===== config.mk =====
export PLATFORM = sky130hd
export DESIGN_NAME = decode_stage_hs
export DESIGN_NICKNAME = d
export VERILOG_FILES = /design/src/rtl/riscv_pkg.sv /design/src/rtl/regfile_2r1w.sv /design/src/rtl/decode_stage_hs.sv
export SDC_FILE = /design/constraint.sdc
export NUM_CORES = 2
export LEC_CHECK = 0
export ABC_AREA = 1
export BUFFER_PORTS_ARGS = -buffer_cell sky130_fd_sc_hd__buf_2
export CORE_MARGIN = 8
export CORE_UTILIZATION = 45
export DETAILED_ROUTE_END_ITERATION = 8
export SETUP_SLACK_MARGIN = 0.5
export SYNTH_ARGS = -nofsm -noshare
export SYNTH_HDL_FRONTEND = slang
export SYNTH_SLANG_ARGS = --single-unit

===== constraint.sdc =====
create_clock -name clk -period 81.2 [get_ports clk]
set_clock_uncertainty 0.1 [all_clocks]
set_input_delay 20.3 -clock clk [delete_from_list [all_inputs] [get_ports clk]]
set_output_delay 20.3 -clock clk [all_outputs]
set_load 0.01 [all_outputs]

===== src/rtl/riscv_pkg.sv =====
// RV32I opcode constants, immediate format enum and instruction field helpers
// shared by the decode stage and its register file.
package riscv_pkg;

    localparam logic [6:0] OP_LUI    = 7'b0110111;
    localparam logic [6:0] OP_AUIPC  = 7'b0010111;
    localparam logic [6:0] OP_JAL    = 7'b1101111;
    localparam logic [6:0] OP_JALR   = 7'b1100111;
    localparam logic [6:0] OP_BRANCH = 7'b1100011;
    localparam logic [6:0] OP_LOAD   = 7'b0000011;
    localparam logic [6:0] OP_STORE  = 7'b0100011;
    localparam logic [6:0] OP_IMM    = 7'b0010011;
    localparam logic [6:0] OP_OP     = 7'b0110011;
    localparam logic [6:0] OP_FENCE  = 7'b0001111;
    localparam logic [6:0] OP_SYSTEM = 7'b1110011;

    typedef enum logic [2:0] {
        FMT_I,
        FMT_S,
        FMT_B,
        FMT_U,
        FMT_J,
        FMT_NONE
    } imm_fmt_e;

    function automatic logic [6:0] opcode_of(input logic [31:0] instr);
        return instr[6:0];
    endfunction

    function automatic logic [4:0] rd_of(input logic [31:0] instr);
        return instr[11:7];
    endfunction

    function automatic logic [4:0] rs1_of(input logic [31:0] instr);
        return instr[19:15];
    endfunction

    function automatic logic [4:0] rs2_of(input logic [31:0] instr);
        return instr[24:20];
    endfunction

    function automatic logic is_base_opcode(input logic [6:0] opc);
        logic ok;
        case (opc)
            OP_LUI, OP_AUIPC, OP_JAL, OP_JALR, OP_BRANCH, OP_LOAD,
            OP_STORE, OP_IMM, OP_OP, OP_FENCE, OP_SYSTEM: ok = 1'b1;
            default:                                      ok = 1'b0;
        endcase
        return ok;
    endfunction

    // R-type, FENCE and SYSTEM carry no immediate the datapath uses.
    function automatic imm_fmt_e fmt_of(input logic [6:0] opc);
        imm_fmt_e f;
        case (opc)
            OP_LOAD, OP_IMM, OP_JALR: f = FMT_I;
            OP_STORE:                 f = FMT_S;
            OP_BRANCH:                f = FMT_B;
            OP_LUI, OP_AUIPC:         f = FMT_U;
            OP_JAL:                   f = FMT_J;
            default:                  f = FMT_NONE;
        endcase
        return f;
    endfunction

    function automatic logic [31:0] imm_of(input logic [31:0] instr, input imm_fmt_e fmt);
        logic [31:0] v;
        case (fmt)
            FMT_I:   v = {{20{instr[31]}}, instr[31:20]};
            FMT_S:   v = {{20{instr[31]}}, instr[31:25], instr[11:7]};
            FMT_B:   v = {{19{instr[31]}}, instr[31], instr[7], instr[30:25], instr[11:8], 1'b0};
            FMT_U:   v = {instr[31:12], 12'b0};
            FMT_J:   v = {{11{instr[31]}}, instr[31], instr[19:12], instr[20], instr[30:21], 1'b0};
            default: v = 32'b0;
        endcase
        return v;
    endfunction

endpackage


===== src/rtl/regfile_2r1w.sv =====
// Register file with two asynchronous read ports and one synchronous write port;
// x0 is hardwired to zero and optional same-cycle write-to-read forwarding.
module regfile_2r1w #(
    parameter int XLEN     = 32,
    parameter int NREG     = 32,
    parameter int BYPASS   = 1,
    parameter int RF_RESET = 1,
    localparam int RA      = $clog2(NREG)
) (
    input  logic            clk,
    input  logic            rst,
    input  logic [RA-1:0]   rd_addr1,
    input  logic [RA-1:0]   rd_addr2,
    output logic [XLEN-1:0] rd_data1,
    output logic [XLEN-1:0] rd_data2,
    input  logic            wr_en,
    input  logic [RA-1:0]   wr_addr,
    input  logic [XLEN-1:0] wr_data
);

    logic [XLEN-1:0] mem [NREG];
    logic            wr_live;

    assign wr_live = wr_en && (wr_addr != '0);

    // With RF_RESET=0 the array keeps its contents across rst; writes pause while rst is high.
    always_ff @(posedge clk or posedge rst) begin
        if (rst) begin
            if (RF_RESET != 0) begin
                for (int i = 0; i < NREG; i++) mem[i] <= '0;
            end
        end else if (wr_live) begin
            mem[wr_addr] <= wr_data;
        end
    end

    always_comb begin
        rd_data1 = mem[rd_addr1];
        if ((BYPASS != 0) && wr_live && (wr_addr == rd_addr1)) rd_data1 = wr_data;
        if (rd_addr1 == '0) rd_data1 = '0;
    end

    always_comb begin
        rd_data2 = mem[rd_addr2];
        if ((BYPASS != 0) && wr_live && (wr_addr == rd_addr2)) rd_data2 = wr_data;
        if (rd_addr2 == '0) rd_data2 = '0;
    end

endmodule


===== src/rtl/decode_stage_hs.sv =====
// RISC-V decode stage: operand read with WB bypass, immediate/target generation,
// load-use interlock and flush, registered into a valid/ready ID/EX stage.
module decode_stage_hs
    import riscv_pkg::*;
#(
    parameter int XLEN     = 32,
    parameter int NREG     = 32,
    parameter int BYPASS   = 1,
    parameter int RF_RESET = 1,
    localparam int RA      = $clog2(NREG)
) (
    input  logic            clk,
    input  logic            rst,
    input  logic            id_valid_i,
    output logic            id_ready_o,
    input  logic [XLEN-1:0] id_pc_i,
    input  logic [31:0]     id_instr_i,
    input  logic            wb_we_i,
    input  logic [RA-1:0]   wb_rd_i,
    input  logic [XLEN-1:0] wb_data_i,
    input  logic            flush_i,
    output logic            ex_valid_o,
    input  logic            ex_ready_i,
    output logic [XLEN-1:0] ex_pc_o,
    output logic [XLEN-1:0] ex_rs1_o,
    output logic [XLEN-1:0] ex_rs2_o,
    output logic [XLEN-1:0] ex_imm_o,
    output logic [XLEN-1:0] ex_target_o,
    output logic [31:0]     ex_instr_o,
    output logic            ex_illegal_o,
    output logic            hazard_o
);

    logic [6:0]      opc;
    logic [6:0]      ex_opc;
    imm_fmt_e        fmt;
    logic [RA-1:0]   rs1_addr;
    logic [RA-1:0]   rs2_addr;
    logic [RA-1:0]   ex_rd_addr;
    logic [XLEN-1:0] rs1_val;
    logic [XLEN-1:0] rs2_val;
    logic [XLEN-1:0] imm;
    logic [XLEN-1:0] target;
    logic            illegal;
    logic            use_rs1;
    logic            use_rs2;
    logic            advance;

    assign opc        = opcode_of(id_instr_i);
    assign fmt        = fmt_of(opc);
    assign rs1_addr   = RA'(rs1_of(id_instr_i));
    assign rs2_addr   = RA'(rs2_of(id_instr_i));
    assign ex_opc     = opcode_of(ex_instr_o);
    assign ex_rd_addr = RA'(rd_of(ex_instr_o));

    assign illegal = !is_base_opcode(opc);
    assign imm     = XLEN'($signed(imm_of(id_instr_i, fmt)));
    assign target  = id_pc_i + imm;

    regfile_2r1w #(
        .XLEN     (XLEN),
        .NREG     (NREG),
        .BYPASS   (BYPASS),
        .RF_RESET (RF_RESET)
    ) u_rf (
        .clk      (clk),
        .rst      (rst),
        .rd_addr1 (rs1_addr),
        .rd_addr2 (rs2_addr),
        .rd_data1 (rs1_val),
        .rd_data2 (rs2_val),
        .wr_en    (wb_we_i),
        .wr_addr  (wb_rd_i),
        .wr_data  (wb_data_i)
    );

    // Only sources the format really reads may stall on a pending load.
    assign use_rs1 = !((opc == OP_LUI) || (opc == OP_AUIPC) || (opc == OP_JAL));
    assign use_rs2 = (opc == OP_OP) || (opc == OP_STORE) || (opc == OP_BRANCH);

    assign hazard_o = ex_valid_o && (ex_opc == OP_LOAD) && (ex_rd_addr != '0) &&
                      ((use_rs1 && (rs1_addr == ex_rd_addr)) ||
                       (use_rs2 && (rs2_addr == ex_rd_addr)));

    assign advance    = ex_ready_i || !ex_valid_o;
    assign id_ready_o = flush_i || (advance && !hazard_o);

    always_ff @(posedge clk or posedge rst) begin
        if (rst) begin
            ex_valid_o   <= 1'b0;
            ex_pc_o      <= '0;
            ex_rs1_o     <= '0;
            ex_rs2_o     <= '0;
            ex_imm_o     <= '0;
            ex_target_o  <= '0;
            ex_instr_o   <= '0;
            ex_illegal_o <= 1'b0;
        end else if (flush_i) begin
            ex_valid_o <= 1'b0;
        end else if (advance) begin
            if (hazard_o) begin
                ex_valid_o <= 1'b0;
            end else begin
                ex_valid_o   <= id_valid_i;
                ex_pc_o      <= id_pc_i;
                ex_rs1_o     <= rs1_val;
                ex_rs2_o     <= rs2_val;
                ex_imm_o     <= imm;
                ex_target_o  <= target;
                ex_instr_o   <= id_instr_i;
                ex_illegal_o <= illegal;
            end
        end
    end

endmodule


# Word-level counts from Yosys, hierarchy flattened
# Index checks and enable logic that the tools add are counted.
totals:
  ff_bits: 1218
  inputBits: 107
  output_inout_bits: 196
  elab_cells: 120
op_classes:
  n_addsub: 1
  order_cmp: 4
  n_eq_ne: 20
  muxes: 19
  bitwise: 5
  reduce_logical: 31
ops:
  columns: ["operator", "n"]
  rows:
  - ["bitwise mux 1024 bit", 1]
  - ["binary-select mux 32 bit (select 5 bit)", 2]
  - ["two-way mux 32 bit", 9]
  - ["demux 32 bit (select 5 bit)", 1]
  - ["one-hot mux 32 bit (5 select lines)", 1]
  - ["adder 32 bit", 1]
  - ["== test 7 bit, second input constant", 4]
  - ["== test 7 x 6 -> 1 bit, second input constant", 3]
  - ["== test 5 bit", 4]
  - ["greater-or-equal comparator 6 bit, second input constant", 3]
  - ["inverter 5 -> 6 bit", 3]
  - ["one-hot mux 3 bit (5 select lines)", 1]
  - ["== test 7 x 2 -> 1 bit, second input constant", 2]
  - ["== test 7 x 5 -> 1 bit, second input constant", 2]
  - ["OR reduction 11 bit", 1]
  - ["logical AND 1 bit", 10]
  - ["logical NOT 5 bit", 2]
  - ["nonzero test 5 bit", 2]
  - ["== test 7 x 4 -> 1 bit, second input constant", 1]
  - ["logical OR 1 bit", 7]
  - ["== test 3 x 2 -> 1 bit, second input constant", 2]
  - ["less-than comparator 6 x 1 -> 1 bit, second input constant", 1]
  - ["logical NOT 1 bit", 4]
  - ["two-way mux 1 bit", 4]
  - ["8 further kinds", 9]

# Depth between registers and ports, before layout
depth:
  ltp_word: 10
  depth_mapped: 24
  mapped_depth_nobuf: 24

# By module
# A second synthesis with hierarchy kept.
unflattened:
  cells_unflattened: 10314
  hier_area_um2: 70005.9
by_module_without_submodules:
  columns: ["module", "n_inst", "cells_per_inst", "area_each_um2", "seq_area_each_um2"]
  rows:
  - ["regfile_2r1w", 1, 8857, 59577.1, 25624.6]
  - ["decode_stage_hs", 1, 1457, 10428.8, 4854.7]

# Least setup slack after synthesis
# OpenSTA, ideal clock, no wires.
synth_path:
  path_type: "input port to output port"
  startpoint: "in id_instr_i[1]"
  endpoint: "out id_ready_o"
  t_arrival_ns: 21.162
  t_required_ns: 60.800
  setup_slack_ns: 39.638
  stages: 10
  path_buffers: 0
  cell_sequence: "nand2_1 -> nor2_1 -> nand2_2 -> nand2_4 -> inv_2 -> nand2_1 -> nand2_1 -> nand2_2 -> nand2_1 -> nand2_1"
synth_between:
  elab_chain_len: 10
  elab_cells_between_ends: 18
  classes_between: "6 x eq/ne; 12 x reduce/logical"
synth_lines:
  columns: ["element", "line", "text"]
  rows:
  - ["start: declaration", "decode_stage_hs.sv:17", "input logic [31:0] id_instr_i,"]
  - ["== test 7 x 6 -> 1 bit / == test 7 x 5 -> 1 bit (equally long branches)", "decode_stage_hs.sv:78", "assign use_rs1 = !((opc == OP_LUI) || (opc == OP_AUIPC) || (opc == OP_JAL));"]
  - ["logical OR 1 bit (2 in series)", "decode_stage_hs.sv:78", null]
  - ["logical NOT 1 bit", "decode_stage_hs.sv:78", null]
  - ["logical AND 1 bit", "decode_stage_hs.sv:82", "((use_rs1 && (rs1_addr == ex_rd_addr)) ||"]
  - ["logical OR 1 bit (*)", "decode_stage_hs.sv:82", null]
  - ["logical AND 1 bit (*)", "decode_stage_hs.sv:81", "assign hazard_o = ex_valid_o && (ex_opc == OP_LOAD) && (ex_rd_addr != '0) &&"]
  - ["logical NOT 1 bit (*)", "decode_stage_hs.sv:86", "assign id_ready_o = flush_i || (advance && !hazard_o);"]
  - ["logical AND 1 bit (*)", "decode_stage_hs.sv:86", null]
  - ["logical OR 1 bit (*)", "decode_stage_hs.sv:86", null]
  - ["end: declaration", "decode_stage_hs.sv:15", "output logic id_ready_o,"]
# Mark *: on every way between the ends. The rest lies on a longest branch, timed or not.

# Worst setup path after layout
layout_path:
  startpoint: "in id_instr_i[21]"
  endpoint: "out id_ready_o"
layout_between:
  elab_chain_len: 7
layout_lines:
  columns: ["element", "line", "text"]
  rows:
  - ["== test 5 bit", "decode_stage_hs.sv:83", "(use_rs2 && (rs2_addr == ex_rd_addr)));"]
  - ["logical AND 1 bit", "decode_stage_hs.sv:83", null]
  - ["logical OR 1 bit", "decode_stage_hs.sv:82", null]
  - ["logical AND 1 bit", "decode_stage_hs.sv:81", null]
  - ["logical NOT 1 bit", "decode_stage_hs.sv:86", null]
  - ["logical AND 1 bit", "decode_stage_hs.sv:86", null]
  - ["logical OR 1 bit", "decode_stage_hs.sv:86", null]
# No other way between the ends.

==> impl_metrics.py <==
metrics = {
    "drt": {
        "avgRoutedWirePerCell_microns": 23.10,
        "first_pass_iters": 9,
        "vias_per_cell": 5.711,
        "drtAntennaViolNets": 0,
        "dr_wl_met2_mm": 120.3,
        "drc_errors": 0,
        "wl_met1_mm": 117.0,
        "vias": 69506,
        "drt_first_iter_violations": 9309,
        "dr.max_layer_used": "met5",
        "routed_wl_mm": 281.2,
        "wl_met3_mm": 30.86,
    },
    "yosys": {
        "ys_seq_area_share_pct": 43.75,
        "synth_edf_count": 0,
        "syn_avg_cell_area_sq_um": 6.783,
        "ys_types": 38,
        "synth.cell_area_sq_um": 69660,
        "ys_warn_count": 0,
        "synthArstFlopShare_pct": 100.0,
        "netlist_instances": 10270,
        "ys_seq_elements": 1218,
        "synth_ff_type": "dfrtp_1",
        "syn-num-nets": 10409,
    },
    "placement": {
        "port_buffers": 302,
        "dpl.cell_count": 11915,
        "place.gp.congestion": 0.9261,
        "hpwl_mm": 158.2,
    },
    "setup_path": {
        "required_ns": 60.80,
        "path_max_fanout": 111,
        "critPathKind": "in -> out",
        "rr_worst_depth": 11,
        "timing.rr.end": "ex_target_o[31]",
        "r2r-start": "ex_instr_o[10]",
        "reg2reg_slack_ns": 77.33,
        "crit_start": "id_instr_i[21]",
        "startpoint_type": "input port",
        "cp.arrival_ns": 22.47,
        "critPathCapture": "id_ready_o",
        "end_kind": "primary output",
    },
    "floorplan": {
        "start_util_pct": 45.27,
        "ioPinCount": 303,
        "fp.dieArea_sq_um": 167600,
        "die_w_microns": 409.5,
        "num_rows": 144,
        "core_area_sq_um": 153900,
        "die_height_microns": 409.5,
    },
    "timing": {
        "fmax_mhz": 23.33,
        "finalHoldViolations": 0,
        "period_share_pct": 52.80,
        "finalCriticalPeriod_ns": 42.87,
        "relSlewSlack_pct": 14.93,
        "rsz0062_at_grt": "no",
        "tightestPinTransition_ns": 1.267,
        "final.setup.tns_ns": 0,
        "setup_violations": 0,
        "slew_violations": 0,
    },
    "clocking": {
        "clock_sinks": 1218,
        "cts_tree": "done",
        "cts_root_buffer": "clkbuf_16",
        "clk_pin_slew_ns": 0.06,
        "postCtsResizedCells": 0,
        "clock_latency_ns": 0.80,
        "cts-buffers-inserted": 140,
        "htreeDepth": 4,
        "clk_path_buf_depth": 3,
        "cts_setup_buffers": 0,
        "postCtsHoldBufs": 0,
    },
    "global_routing": {
        "grtUsageTotal_pct": 32.21,
        "antenna_found_initial": 22,
        "grt_max_degree": 194,
        "grt_pass1_vias": 64342,
        "gr-total-overflow": 0,
        "grt_pass1_wl_mm": 416.7,
    },
    "final_layout": {
        "multiInputGateArea_sq_um": 32210,
        "nets": 10152,
        "area_growth_pct": 9.421,
        "regArea_sq_um": 30480,
        "drive_above_1_share_pct": 6.880,
        "n_fill_cell": 15482,
        "final_cells": 12170,
    },
    "run_status": {
        "outcome": "finished clean",
    },
    "min_path": {
        "min_path_type": "reg -> reg",
    },
    "power": {
        "p_total_w": 0.001808,
        "leakagePower_nw": 39.47,
        "peakVddDrop_v": 0.00002109,
        "power_density_nw_per_um2": 23.73,
    },
    "run": {
        "cap_violations": 0,
    },
}
## metal layers
layer / up-vias / GRT usage (%)
met1: 32819 / 44.70
met3: 718 / 7.041
met5: - / 0
li1: 31977 / -
met2: 3982 / 48.59
met4: 10 / 13.73
## logic make-up after synthesis
logic type | synth area share, %
flip-flops | 43.75
XOR/XNOR | 0.3143
AND/OR/NAND/NOR | 32.30
buffers and inverters | 10.32
AO/OA/AOI/OAI | 12.73
adder cells (fa/ha/maj) | 0.5855
## flip-flops by register name, indices dropped and copies added, names as in the netlist
signal and cells:
u_rf.mem 1024, ex_imm_o 32, ex_instr_o 32, ex_pc_o 32, ex_rs1_o 32, ex_rs2_o 32, ex_target_o 32, ex_illegal_o 1
ex_valid_o 1
## per-stage QoR
stage	worst slack [ns]	cell area (sq um)	util, %	hold slack (ns)
CTS	38.45	76200	49.52	0.2780
global placement	38.32	71520	46.48	0.2646
floorplan	26.48	69660	-	0.3290
detailed placement	38.45	71520	46.48	0.2656
global route	38.28	76210	49.53	0.2839
finish	38.33	76220	49.54	0.2753
## worst max-delay path, cell delays in order
cell and delay (ns):
buf_8 0.25, inv_8 0.78, o21ai_0 0.19, nor2_1 0.18
nand3_1 0.11, nand2_1 0.14, nand2_2 0.11, nand2_1 0.08
nand2_1 0.05, buf_2 0.14
## how the worst min path moves through the flow
stage / startpoint / end / slack, ns / cells past startpoint
floorplan: u_rf.mem[1000] / u_rf.mem[1000] / 0.33 / 1
global placement: u_rf.mem[1006] / u_rf.mem[1006] / 0.26 / 0
detailed placement: u_rf.mem[1003] / u_rf.mem[1003] / 0.27 / 0
CTS: u_rf.mem[1010] / u_rf.mem[1010] / 0.28 / 0
global route: u_rf.mem[1021] / u_rf.mem[1021] / 0.28 / 0
finish: u_rf.mem[1005] / u_rf.mem[1005] / 0.28 / 0
## layout make-up
| type | instances | share of cell area [%] |
|---|---|---|
| Clock buffer | 206 | 5.568 |
| Timing Repair Buffer | 400 | 3.129 |
| Clock inverter | 40 | 0.5696 |
| Antenna cell | 9 | 0.02955 |
| Tap cell | 2044 | 3.355 |
| Inverter | 1025 | 5.103 |
| Sequential cell | 1218 | 39.99 |
| Multi-Input combinational cell | 7228 | 42.26 |
## Yosys cell counts, types with 16 or more instances
cell type	instances	area, sq um
a21oi_1	230	1151
buf_1	76	285.3
buf_2	156	780.8
buf_6	18	202.7
clkbuf_1	546	2049
dfrtp_1	1218	30480
ha_1	31	387.9
inv_1	1008	3784
nand2_1	4064	15250
nand3_1	1163	5821
nand4_1	16	100.1
nor2_1	234	878.3
nor3_1	16	80.08
o211ai_1	264	1982
o21ai_0	1061	5310
o21ai_1	69	345.3
## power by group
part,internal (W),switching [W]
combinational,0.000121,0.000259
clock,0.000386,0.000270
sequential,0.000715,0.0000576
## layout by cell type (no fill, tap or decap), types with 5 or more instances in the layout
cell type / netlist / layout
bufinv_16: 0 / 8
nand2_4: 1 / 27
inv_1: 1008 / 1001
ha_1: 31 / 31
xnor2_1: 14 / 14
nand3_1: 1163 / 1163
nand4_1: 16 / 16
nand2_1: 4064 / 4044
clkbuf_16: 0 / 150
o21ai_0: 1061 / 1061
buf_12: 0 / 7
buf_4: 3 / 95
nand3b_1: 5 / 5
inv_2: 14 / 15
o211ai_1: 264 / 264
buf_2: 156 / 294
nor2_1: 234 / 231
dfrtp_1: 1218 / 1218
o21ai_1: 69 / 69
nand2_2: 11 / 5
clkbuf_1: 546 / 28
nor3_1: 16 / 16
o2111ai_1: 5 / 5
nor3_2: 7 / 7
clkbuf_8: 0 / 28
diode_2: 0 / 9
xor2_1: 11 / 11
clkinv_2: 0 / 24
inv_8: 0 / 5
nor2_4: 3 / 9
a21oi_1: 230 / 230
Note: power is estimated with default switching activity, not from simulation.
